$ cat src/rtl/ctrl_datapath_if.sv
// Control/data bus between the sequencing FSM (or a host) and the execution datapath.
// The master drives the control word, operands and preload port; the slave returns flags.
interface ctrl_datapath_if #(
  parameter int unsigned W = 8
);
  logic [14:0]  i_signal;
  logic [W-1:0] i_data;
  logic         i_load;
  logic [3:0]   i_load_addr;
  logic [W-1:0] i_load_data;
  logic         o_mayor;
  logic         o_zero;
  logic         o_carry;
  logic [W-1:0] o_result;
  logic [W-1:0] o_rd_data;

  modport master (
    output i_signal, i_data, i_load, i_load_addr, i_load_data,
    input  o_mayor, o_zero, o_carry, o_result, o_rd_data
  );

  modport slave (
    input  i_signal, i_data, i_load, i_load_addr, i_load_data,
    output o_mayor, o_zero, o_carry, o_result, o_rd_data
  );
endinterface

$ cat src/rtl/ctrl_datapath.sv
// Execution datapath: register bank, A/B operand muxes, 4-function ALU and registered flags.
// Driven every cycle by a 15-bit control word; external preload port seeds and reads the bank.
module ctrl_datapath #(
  parameter int unsigned W    = 8,
  parameter int unsigned NREG = 15
) (
  input logic            clk,
  input logic            rst,
  ctrl_datapath_if.slave bus
);

  localparam logic [4:0] NregL = 5'(NREG);

  logic [1:0]   alu_op;
  logic [3:0]   sel_a, sel_b, sel_reg;
  logic         wr_en;
  logic [W-1:0] op_a, op_b;
  logic [W:0]   alu_ext;
  logic [W-1:0] rd_data;

  logic [W-1:0] regs_q [NREG];
  logic [W-1:0] regs_d [NREG];
  logic         mayor_q, mayor_d;
  logic         zero_q, zero_d;
  logic         carry_q, carry_d;
  logic [W-1:0] result_q, result_d;

  assign alu_op  = bus.i_signal[14:13];
  assign sel_a   = bus.i_signal[12:9];
  assign sel_b   = bus.i_signal[8:5];
  assign sel_reg = bus.i_signal[4:1];
  assign wr_en   = bus.i_signal[0];

  always_comb begin
    op_a = '0;
    op_b = '0;
    if (sel_a == 4'hF) begin
      op_a = bus.i_data;
    end else if ({1'b0, sel_a} < NregL) begin
      op_a = regs_q[sel_a];
    end
    if (sel_b == 4'hF) begin
      op_b = bus.i_data;
    end else if ({1'b0, sel_b} < NregL) begin
      op_b = regs_q[sel_b];
    end
  end

  // Top bit is carry for add, borrow for sub, and always 0 for pass/and.
  always_comb begin
    alu_ext = '0;
    unique case (alu_op)
      2'b00:   alu_ext = {1'b0, op_a};
      2'b01:   alu_ext = {1'b0, op_a} + {1'b0, op_b};
      2'b10:   alu_ext = {1'b0, op_a} - {1'b0, op_b};
      default: alu_ext = {1'b0, op_a & op_b};
    endcase
  end

  always_comb begin
    result_d = alu_ext[W-1:0];
    zero_d   = (alu_ext[W-1:0] == '0);
    carry_d  = alu_ext[W];
    mayor_d  = (op_a > op_b);
  end

  // External load is applied last so it wins over a control write to the same register.
  always_comb begin
    regs_d = regs_q;
    if (wr_en && ({1'b0, sel_reg} < NregL)) begin
      regs_d[sel_reg] = alu_ext[W-1:0];
    end
    if (bus.i_load && ({1'b0, bus.i_load_addr} < NregL)) begin
      regs_d[bus.i_load_addr] = bus.i_load_data;
    end
  end

  always_comb begin
    rd_data = '0;
    if ({1'b0, bus.i_load_addr} < NregL) begin
      rd_data = regs_q[bus.i_load_addr];
    end
  end

  always_ff @(posedge clk or posedge rst) begin
    if (rst) begin
      for (int i = 0; i < int'(NREG); i++) begin
        regs_q[i] <= '0;
      end
      mayor_q  <= 1'b0;
      zero_q   <= 1'b0;
      carry_q  <= 1'b0;
      result_q <= '0;
    end else begin
      regs_q   <= regs_d;
      mayor_q  <= mayor_d;
      zero_q   <= zero_d;
      carry_q  <= carry_d;
      result_q <= result_d;
    end
  end

  assign bus.o_mayor   = mayor_q;
  assign bus.o_zero    = zero_q;
  assign bus.o_carry   = carry_q;
  assign bus.o_result  = result_q;
  assign bus.o_rd_data = rd_data;

endmodule

$ cat src/flat_wrapper.sv
// flat-port wrapper written by rule: the top's interface ports become plain ports
module ctrl_datapath_flat 
#(
  parameter int unsigned W    = 8,
  parameter int unsigned NREG = 15
)
  (clk, rst, bus_i_signal, bus_i_data, bus_i_load, bus_i_load_addr, bus_i_load_data, bus_o_mayor, bus_o_zero, bus_o_carry, bus_o_result, bus_o_rd_data);
  ctrl_datapath_if #(.W(W)) bus_i ();
  input logic clk;
  input logic rst;
  input wire logic [$bits(bus_i.i_signal)-1:0] bus_i_signal;
  input wire logic [$bits(bus_i.i_data)-1:0] bus_i_data;
  input wire logic [$bits(bus_i.i_load)-1:0] bus_i_load;
  input wire logic [$bits(bus_i.i_load_addr)-1:0] bus_i_load_addr;
  input wire logic [$bits(bus_i.i_load_data)-1:0] bus_i_load_data;
  output wire logic [$bits(bus_i.o_mayor)-1:0] bus_o_mayor;
  output wire logic [$bits(bus_i.o_zero)-1:0] bus_o_zero;
  output wire logic [$bits(bus_i.o_carry)-1:0] bus_o_carry;
  output wire logic [$bits(bus_i.o_result)-1:0] bus_o_result;
  output wire logic [$bits(bus_i.o_rd_data)-1:0] bus_o_rd_data;
  assign bus_i.i_signal = bus_i_signal;
  assign bus_i.i_data = bus_i_data;
  assign bus_i.i_load = bus_i_load;
  assign bus_i.i_load_addr = bus_i_load_addr;
  assign bus_i.i_load_data = bus_i_load_data;
  assign bus_o_mayor = bus_i.o_mayor;
  assign bus_o_zero = bus_i.o_zero;
  assign bus_o_carry = bus_i.o_carry;
  assign bus_o_result = bus_i.o_result;
  assign bus_o_rd_data = bus_i.o_rd_data;
  ctrl_datapath #(.W(W), .NREG(NREG)) u_core (.clk(clk), .rst(rst), .bus(bus_i));
endmodule
$ cat config.mk
export PLATFORM = sky130hd
export DESIGN_NAME = ctrl_datapath_flat
export DESIGN_NICKNAME = d
export VERILOG_FILES = /design/src/rtl/ctrl_datapath_if.sv /design/src/rtl/ctrl_datapath.sv /design/src/flat_wrapper.sv
export SDC_FILE = /design/constraint.sdc
export NUM_CORES = 1
export LEC_CHECK = 0
export CAP_MARGIN = 20
export CORE_ASPECT_RATIO = 1.5
export CORE_MARGIN = 3
export CORE_UTILIZATION = 50
export CTS_BUF_LIST = sky130_fd_sc_hd__clkbuf_16
export DETAILED_ROUTE_END_ITERATION = 8
export GPL_ROUTABILITY_DRIVEN = 0
export GPL_TIMING_DRIVEN = 0
export MAX_ROUTING_LAYER = met4
export PLACE_DENSITY = 0.7
export SLEW_MARGIN = 20
export SYNTH_ARGS = -nofsm -noshare
export SYNTH_HDL_FRONTEND = slang
export SYNTH_SLANG_ARGS = --single-unit
$ cat constraint.sdc
create_clock -name clk -period 9.2 [get_ports clk]
set_input_delay 1.84 -clock clk [delete_from_list [all_inputs] [get_ports clk]]
set_output_delay 1.84 -clock clk [all_outputs]
set_load 0.01 [all_outputs]
; ---- After elaboration in Yosys (flattened, before gate mapping)
; Cells that the tools add are included.
[totals]
ff_bits = 131
inputBits = 38
wordCells = 70
out_inout_bits = 19
[op_classes]
reduce_logical = 6
addsub = 2
muxes = 23
bitwise = 5
n_lt_le_gt_ge = 11
n_eq_ne = 4
[ops]
columns = op, n
row1 = 120-bit bitwise mux, 2
row2 = 120-bit 2-to-1 mux, 2
row3 = 8-bit 2-to-1 mux, 13
row4 = 8-bit binary-select mux with 4-bit select, 3
row5 = 8-bit demux with 4-bit select, 2
row6 = 9-bit case mux with 3 select lines, 1
row7 = "5-bit >= comparator, second input constant", 4
row8 = 4-bit inverter with 5-bit output, 4
row9 = "4-bit less-than comparator, second input constant", 4
row10 = "5-bit by 1-bit less-than comparator with 1-bit output, second input constant", 2
row11 = 8-bit by 8-bit adder with 9-bit output, 1
row12 = 8-bit by 8-bit subtractor with 9-bit output, 1
row13 = 8-bit bitwise AND, 1
row14 = "4-bit equality test, second input constant", 2
row15 = 8-bit > comparator, 1
row16 = 8-bit logical NOT, 1
row17 = 1-bit logical AND, 4
row18 = "2-bit by 1-bit equality test with 1-bit output, second input constant", 1
row19 = "2-bit equality test, second input constant", 1
row20 = 2-bit logical NOT, 1

; ---- Depth between registers and ports, before layout
; Gate-level depths: netlist of run 1.
[logic_depth]
depth_word = 12
mapped_depth = 21
mapped_depth_nobuf = 16

; ---- Least setup slack after synthesis of run 1
; OpenSTA, ideal clock, no wires.
[synth_timing]
path_type = in2reg
start = input bus_i_signal[5]
end = register u_core.regs_q[94] (netlist name)
t_required_ns = 9.064
path_stages = 16
n_path_buf = 3
arrival_ns = 6.025
path_slack_ns = 3.040
path_cell_list = clkbuf_1 buf_1 mux4_2 mux2i_1 nor2_1 a221oi_1 inv_1 fa_1 nor2b_1 o311ai_0 a21oi_1 and3_1 a2111o_1 buf_2 mux2i_1 o21ai_0
[synth_rtl]
columns = item, line
row1 = start: declaration, flat_wrapper.sv:11  ; input wire logic [$bits(bus_i.i_signal)-1:0] bus_i_signal;
row2 = end signal: assignment, ctrl_datapath.sv:95  ; regs_q <= regs_d;
row3 = end: declaration, ctrl_datapath.sv:21  ; logic [W-1:0] regs_q [NREG];

==> results by group, run 1 <==
Yosys
  • Area share of the largest cell type after synthesis: about 33%
  • Syn nets: 1070
  • Top FF cell, synth: dfrtp_1
  • Yosys cell types: 62
  • Post-synth EDFFs: 0
  • Seq cells post-synth: around 130
  • Cells after synthesis: around 1000
  • Ys Warns: 0
  • Post-synth top cells: 131 x dfrtp_1, 131 x nand2_1, 130 x mux2i_1, 103 x o21ai_0, 72 x mux4_2
  • Cell Area, Synth: between 10000 and 15000 sq um
  • Mean Syn Cell Area: slightly below 10 sq um
  • Yosys top cell by area: dfrtp_1
  • Synth async-reset ratio: between 90% and 100%
  • Post-synthesis sequential area ratio: between 30% and 40%
  • Top cells by area, synth: dfrtp_1 33%, mux4_2 16%, mux2i_1 13%

Setup path
  • Critical Path Fanout Max: 10
  • WP buf/inv: 3
  • Worst R2R Start: u_core.regs_q[33]
  • Crit path kind: input port to flop
  • WP data required: 9.54 ns
  • Worst-path cell chain: clkbuf_1 > buf_1 > mux4_2 > mux2i_1 > nor2_1 > a221oi_1 > ha_1 > nand2b_1 > a2111oi_0 > o31ai_1 > xnor2_1 > a211oi_2 > buf_2 > nand2_1 > a22oi_1
  • Reg2Reg Setup Slack: 3.66 ns
  • R2R Path End: u_core.regs_q[63]
  • CP endpoint kind: flop
  • Crit-path slowest cell: a211oi_2
  • Critical path's top delay family: compound AO/OA/AOI/OAI gates
  • Crit path DAT: 8.36 ns
  • Slowest stage delay, CP: between 0.9 and 1 ns
  • Worst R2R Path Depth: 13
  • CP startpoint kind: input port

STA
  • Number of max-slew violations in the final report: 0
  • Final setup viols: 0
  • Fin Clk Skew: around 0.01 ns
  • RSZ-0062 raised after global routing: false
  • Tmin final: roughly 8 ns
  • Max_slew headroom: approximately 28%
  • Max Fclk: 0.125 GHz
  • Endpoints failing hold: 0
  • Worst setup margin: 1.18 ns
  • Period Utilization, post-route: around 87%
  • TNS Setup: 0 ns
  • Slew of the pin with the lowest slew margin: approximately 1.1 ns

Die
  • # rows: a little over 60
  • IO Count: 57
  • Total core area: 19500 sq um
  • Die H: 180 um
  • Starting density of the core: between 50% and 60%
  • Die Area: about 22000 sq um
  • Die X: ~120 um

Finish
  • Post-layout net count: roughly 1100
  • Layout cells sized above 1: between 10 and 15%
  • Final Core Density: between 50% and 60%
  • Area occupied by multi-input gates: ~6300 sq um
  • Design area: about 12000 sq um
  • Seq. cell area: around 3300 sq um
  • Area growth, synth to finish: 15.0%
  • Fillers: 1700

Global routing
  • Grt total ovfl: 0
  • Number of global-route vias before repair: slightly above 9000
  • Met3 global-route usage: under 10%
  • Met1 GRT Util: a little over two fifths
  • Most used routing layer: met2
  • GRT Overall Usage: a little under two fifths
  • Met2 Use GR: 55.2%
  • Global-route wire length before repair: 57500 um
  • Pin count of the biggest net entering global routing: 77
  • Antenna violations before repair: 0

Detailed routing
  • Initial DRC count: 1610
  • Via density: 7.06
  • Final ANT Viol Nets: 0
  • DR vias: between 9000 and 10000
  • Remaining DRCs: 0
  • Drt pass-1 iters: 6
  • Wirelength per Cell: 28.8 um
  • DRT Wirelength: roughly 39000 um

Placement
  • DP Area: 10900 sq um
  • Pre-CTS setup slack: 1.03 ns
  • PortBufs: 48
  • Hpwl dp: 28200 um

Clocking
  • Clk_lat worst skew: between 0.4 and 0.5 ns
  • Clk slew on worst S/H paths: 0.06 ns
  • Clk Tree Root Cell: clkbuf_16
  • CTS sink count: approximately 130
  • Total CTS buffers: 17
  • Clock Tree Buf Depth: 2
  • CTS tree: done
  • Post-CTS sizing: 0
  • # Post-CTS Setup Buffers: 0
  • Hold Buf Count CTS: 0
  • H-tree depth: 4

Power
  • Total chip power: about 3.3 mW
  • Pleak: about 4.7 nW
  • Worst VDD drop: 0.142 mV
  • Cell area power density: 284 nW/um^2

Status
  • Status: complete, no violations

Min path
  • Hold Crit Start: u_core.regs_q[56]
  • Worst Hold Endpoint: u_core.regs_q[56]
  • Worst Hold Depth: 2
  • Min-delay worst type: flop to flop

Job
  • Maxcap violations: 0
==> flip-flops by register name (all words and copies together) (netlist names) <==
| name | count |
|---|---|
| u_core.bus.o_mayor | 1 |
| u_core.bus.o_zero | 1 |
| u_core.bus.o_result | 8 |
| u_core.bus.o_carry | 1 |
| u_core.regs_q | 120 |
==> per-stage QoR <==
| step | instances | hold slack, ns |
|---|---|---|
| 6_report | 1352 | 0.558 |
| 5_1_grt | 1351 | 0.592 |
| 4_1_cts | 1351 | 0.557 |
| 3_5_place_dp | 1319 | 0.540 |
| 3_3_place_gp | 1318 | 0.526 |
| 2_1_floorplan | 1014 | 0.500 |
==> final cells by class <==
class | count | share of cell area (%)
inverters | 20 | 0.715
repair buffers | 49 | 4.40
well taps | 256 | 2.77
flip-flops and latches | 131 | 28.4
plain buffers | 87 | 3.47
multi-input cells | 776 | 54.5
clock buffers | 17 | 3.68
clock inverters | 15 | 2.05
diodes | 1 | 0.0217
==> logic make-up (layout without fill, tap and decap cells) <==
group | count (synthesis) | in the layout | synth area share (%)
and+or+nand+nor | 277 | 277 | 12.2
AOI/OAI and AO/OA | 257 | 257 | 15.9
muxes | 221 | 221 | 31.8
DFF | 131 | 131 | 32.7
buffers and inverters | 107 | 188 | 4.74
adders and majority gates | 18 | 18 | 2.39
xor gates and xnor gates | 3 | 3 | 0.262
other | 0 | 1 | 0
==> worst reg2reg max path, stage by stage, from the launching register on <==
cell and delay (ns):
dfrtp_1 0.43, mux4_2 0.51, mux2i_1 0.25, nor2_1 0.07
a221oi_1 0.64, ha_1 0.39, nand2b_1 0.17, a2111oi_0 0.87
o31ai_1 0.24, xnor2_1 0.19, a211oi_2 0.92, buf_2 0.46
nand2_1 0.09, a22oi_1 0.21
==> cell usage in the layout, fill, tap and decap left out, types with 9 or more instances in the layout <==
master / Yosys / final
mux2_2: 15 / 15
clkbuf_16: 0 / 17
nand3_1: 13 / 13
o21ai_1: 10 / 10
nor2_1: 66 / 66
dfrtp_1: 131 / 131
clkbuf_1: 52 / 52
inv_1: 20 / 20
clkdlybuf4s50_1: 0 / 48
a22oi_1: 23 / 23
nand2_1: 131 / 131
o22ai_1: 9 / 9
ha_1: 16 / 16
buf_2: 18 / 18
a21oi_1: 43 / 43
nor2b_1: 13 / 13
o21ai_0: 103 / 103
and3_1: 9 / 9
mux4_2: 72 / 72
mux2i_1: 130 / 130
o31ai_1: 19 / 19
nand2b_1: 14 / 14
==> where the power goes <==
group          total [mW]  internal [mW]  switching (mW)
logic                1.41          0.633           0.781
registers            1.08          0.797           0.286
clock network       0.779          0.507           0.273
total                3.28           1.94            1.34
==> metal layers <==
layer	routed length, um	part of all wire [%]
met5	0	0
met1	12800	33
met2	17700	45
met3	4380	11
met4	4080	10
==> worst max path at each step <==
stage / endpoint / cells past startpoint / startpoint
detailed placement: u_core.regs_q[63] / 15 / bus_i_signal[5]
global placement: u_core.regs_q[63] / 15 / bus_i_signal[5]
CTS: u_core.regs_q[63] / 15 / bus_i_signal[5]
floorplan: u_core.regs_q[94] / 16 / bus_i_signal[5]
finish: u_core.regs_q[63] / 15 / bus_i_signal[5]
global route: u_core.regs_q[63] / 15 / bus_i_signal[5]
Power figures use the tool's default switching activity.
==> run 2: changes to the inputs <==
- ABC_AREA: default -> 1
==> run 2 against run 1 <==
Worst setup slack better by 0.71 ns. Core utilization shrank 1.1 points. Area after synthesis grew 1.6%. Clock power shrank 19%. Synthesized cell count rose by 59%. Worst hold slack gained 0.016 ns. Count of clock-buffer cells in the layout stayed put. Critical path type is now input port to output port. Sequential power down 13%. Final cell count is 45% higher. Wire length grew 15%. Power down 19%.
==> results by group, run 2 <==
Clocking
  • Clk Tree Root Cell: clkbuf_16
  • # Post-CTS Setup Buffers: 0
  • H-tree depth: 4
  • Clk_lat worst skew: ~0.43 ns
  • Post-CTS sizing: 0
  • CTS sink count: about 130
  • Hold Buf Count CTS: 0
  • Clock Tree Buf Depth: 2
  • Total CTS buffers: 17
  • Clk slew on worst S/H paths: roughly 0.06 ns
  • CTS tree: done

Placement
  • DP Area: roughly 11000 sq um
  • PortBufs: 52
  • Hpwl dp: between 30000 and 40000 um
  • Placed Cells: slightly below 2000

Setup path
  • Worst R2R Start: u_core.regs_q[82]
  • Critical Path End: bus_o_rd_data[3]
  • Crit path DAT: 5.47 ns
  • Reg2Reg Setup Slack: 5.71 ns
  • Crit-path slowest cell: o21ai_0
  • CP startpoint kind: input port
  • WP data required: between 7 and 8 ns
  • R2R Path End: u_core.regs_q[93]
  • WP buf/inv: 4
  • Critical Path Fanout Max: 10
  • WP depth: 9
  • Critical path's top delay family: buffers and inverters
  • CP endpoint kind: output port
  • Worst-path cell chain: clkdlybuf4s50_1 > nand2_1 > clkinv_1 > clkbuf_1 > nand2_1 > o21ai_0 > o21ai_0 > nand4_1 > clkdlybuf4s50_1
  • CP startpoint: bus_i_load_addr[1]
  • Worst R2R Path Depth: 20
  • Slowest stage delay, CP: between 0.6 and 0.7 ns
  • Crit path kind: input port to output port

Detailed routing
  • Drt pass-1 iters: 9
  • DR vias: roughly 12000
  • DRT Wirelength: about 45000 um
  • Wirelength per Cell: around 23 um
  • Initial DRC count: 1877
  • Via density: around 6.3
  • Final ANT Viol Nets: 0
  • Remaining DRCs: 0

Status
  • Status: complete, no violations

Yosys
  • Yosys top cell by area: dfrtp_1
  • Yosys cell types: 37
  • Synth async-reset ratio: 100%
  • Post-synth EDFFs: 0
  • Top-count cell post-synth: nand2_1
  • Top FF cell, synth: dfrtp_1
  • Area share of the largest cell type after synthesis: around a third
  • Cells after synthesis: roughly 1600
  • Top cells by area, synth: dfrtp_1 32%, nand2_1 16%, a21oi_1 13%
  • Cell Area, Synth: about 10000 sq um
  • Post-synthesis sequential area ratio: 32.1%
  • Syn nets: around 1700
  • Seq cells post-synth: roughly 130
  • Mean Syn Cell Area: between 6 and 7 sq um
  • Post-synth top cells: 438 x nand2_1, 268 x a21oi_1, 190 x inv_1, 177 x nor2_1, 131 x dfrtp_1
  • Ys Warns: 0

Die
  • Die H: ~180 um
  • Die Area: between 20000 and 25000 sq um
  • Total core area: 19900 sq um
  • Starting density of the core: about 50%
  • Die X: roughly 120 um
  • IO Count: between 50 and 60
  • # rows: 63

Power
  • Cell area power density: 228 nW/um^2
  • Reg power frac: 35.6%
  • Combinational share of power: between 40 and 50%
  • Sw frac: between 40% and 50%
  • Switching Power: roughly 1.1 mW
  • P_int: about 1.5 mW
  • Clock share of power: 23.8%
  • Pleak: 5.38 nW
  • Worst VDD drop: roughly 0.15 mV

STA
  • Slew of the pin with the lowest slew margin: 0.914 ns
  • Max Fclk: 0.137 GHz
  • TNS Setup: 0 ns
  • Final setup viols: 0
  • Number of max-slew violations in the final report: 0
  • Max_slew headroom: about two fifths
  • Endpoints failing hold: 0
  • Tmin final: between 7 and 8 ns
  • RSZ-0062 raised after global routing: false
  • Period Utilization, post-route: between 70% and 80%
  • Fin Clk Skew: 0.0113 ns

Finish
  • Commonest non-fill, non-tap cells in the layout: 438 x nand2_1, 268 x a21oi_1, 192 x inv_1, 177 x nor2_1, 131 x dfrtp_1
  • Non-Filler Instances: approximately 2000
  • Max FFs per register: 120
  • Fillers: between 2000 and 2500
  • Area occupied by multi-input gates: 5840 sq um
  • Final Core Density: approximately three fifths
  • Biggest register: u_core.regs_q
  • Area growth, synth to finish: 13.8%
  • Layout cells sized above 1: about 4.5%
  • Seq. cell area: 3280 sq um
  • Post-layout net count: approximately 1700
  • Design area: between 10000 and 15000 sq um
  • Commonest non-fill, non-tap cell in the layout: nand2_1

Global routing
  • Pin count of the biggest net entering global routing: just under 90
  • Number of global-route vias before repair: between 10000 and 15000
  • Antenna violations before repair: 1
  • Global-route wire length before repair: ~67000 um
  • GRT Overall Usage: a little over two fifths
  • Grt total ovfl: 0

Min path
  • Worst Hold Depth: 2
  • Min-delay worst type: flop to flop

Job
  • Maxcap violations: 0
run 2: cell types whose count changed after synthesis, sizes merged, moves of 15 or more:
cell / previous run / this run
nand2: 131 / 440
a21oi: 43 / 268
inv: 20 / 194
mux2i: 130 / 0
nor2: 66 / 180
nand3: 13 / 114
mux4: 76 / 0
o21ai: 113 / 79
clkbuf: 53 / 31
o31ai: 19 / 1
mux2: 15 / 0
nand4: 3 / 18
run 2: metrics by stage:
stage          hold WS, ns  setup WS [ns]  total power, mW
6_report             0.574           1.89             2.65
5_1_grt              0.594           1.81             2.78
4_1_cts              0.574           2.27             2.59
3_5_place_dp         0.561           2.29             1.96
3_3_place_gp         0.552           1.78             1.94
2_1_floorplan        0.540           3.86             1.55
run 2: area by class of cell:
class	count	area share (%)
antenna	1	0.0216
buffer	64	2.81
inverter	201	6.56
clock inverter	12	0.884
timing repair buffer	53	4.72
tap	260	2.80
multi-input combinational	1219	50.3
clock buffer	17	3.66
sequential	131	28.2
run 2: layer usage:
| layer | vias up | GRT usage (%) | routed length, um |
|---|---|---|---|
| li1 | 5515 | - | - |
| met1 | 5543 | 48.8 | 15600 |
| met2 | 941 | 59.1 | 19100 |
| met3 | 314 | 11.3 | 5460 |
| met4 | 0 | 34.1 | 4850 |
| met5 | - | - | 0 |
run 2: kinds of logic (layout without fill, tap and decap cells):
group                      count (synthesis)  after routing  synth area share (%)
buffers and inverters                    265            347                  10.6
and+or+nand+nor                          759            759                  30.7
other                                      0              1                     0
DFF                                      131            131                  32.1
adders and majority gates                 18             18                  2.36
AOI/OAI and AO/OA                        442            442                  24.2
run 2: worst min path at each step:
stage	startpoint	slack (ns)	to
global placement	u_core.regs_q[51]	0.55	u_core.regs_q[51]
detailed placement	u_core.regs_q[51]	0.56	u_core.regs_q[51]
finish	u_core.regs_q[84]	0.57	u_core.regs_q[84]
global route	u_core.regs_q[49]	0.59	u_core.regs_q[49]
floorplan	u_core.regs_q[111]	0.54	u_core.regs_q[111]
CTS	u_core.regs_q[51]	0.57	u_core.regs_q[51]
run 2: power groups by stage:
stage / Clock, mW / Sequential, mW / Combinational, mW
finish: 0.629 / 0.944 / 1.08
global route: 0.659 / 0.954 / 1.16
CTS: 0.636 / 0.928 / 1.03
detailed placement: 0 / 0.937 / 1.03
global placement: 0 / 0.931 / 1.01
floorplan: 0 / 0.866 / 0.688
run 2: worst min-delay path, delay by kind of cell, from the launching register on:
kind	cells	cell delay, ns
AOI/OAI and AO/OA	2	0.19
DFF	1	0.34
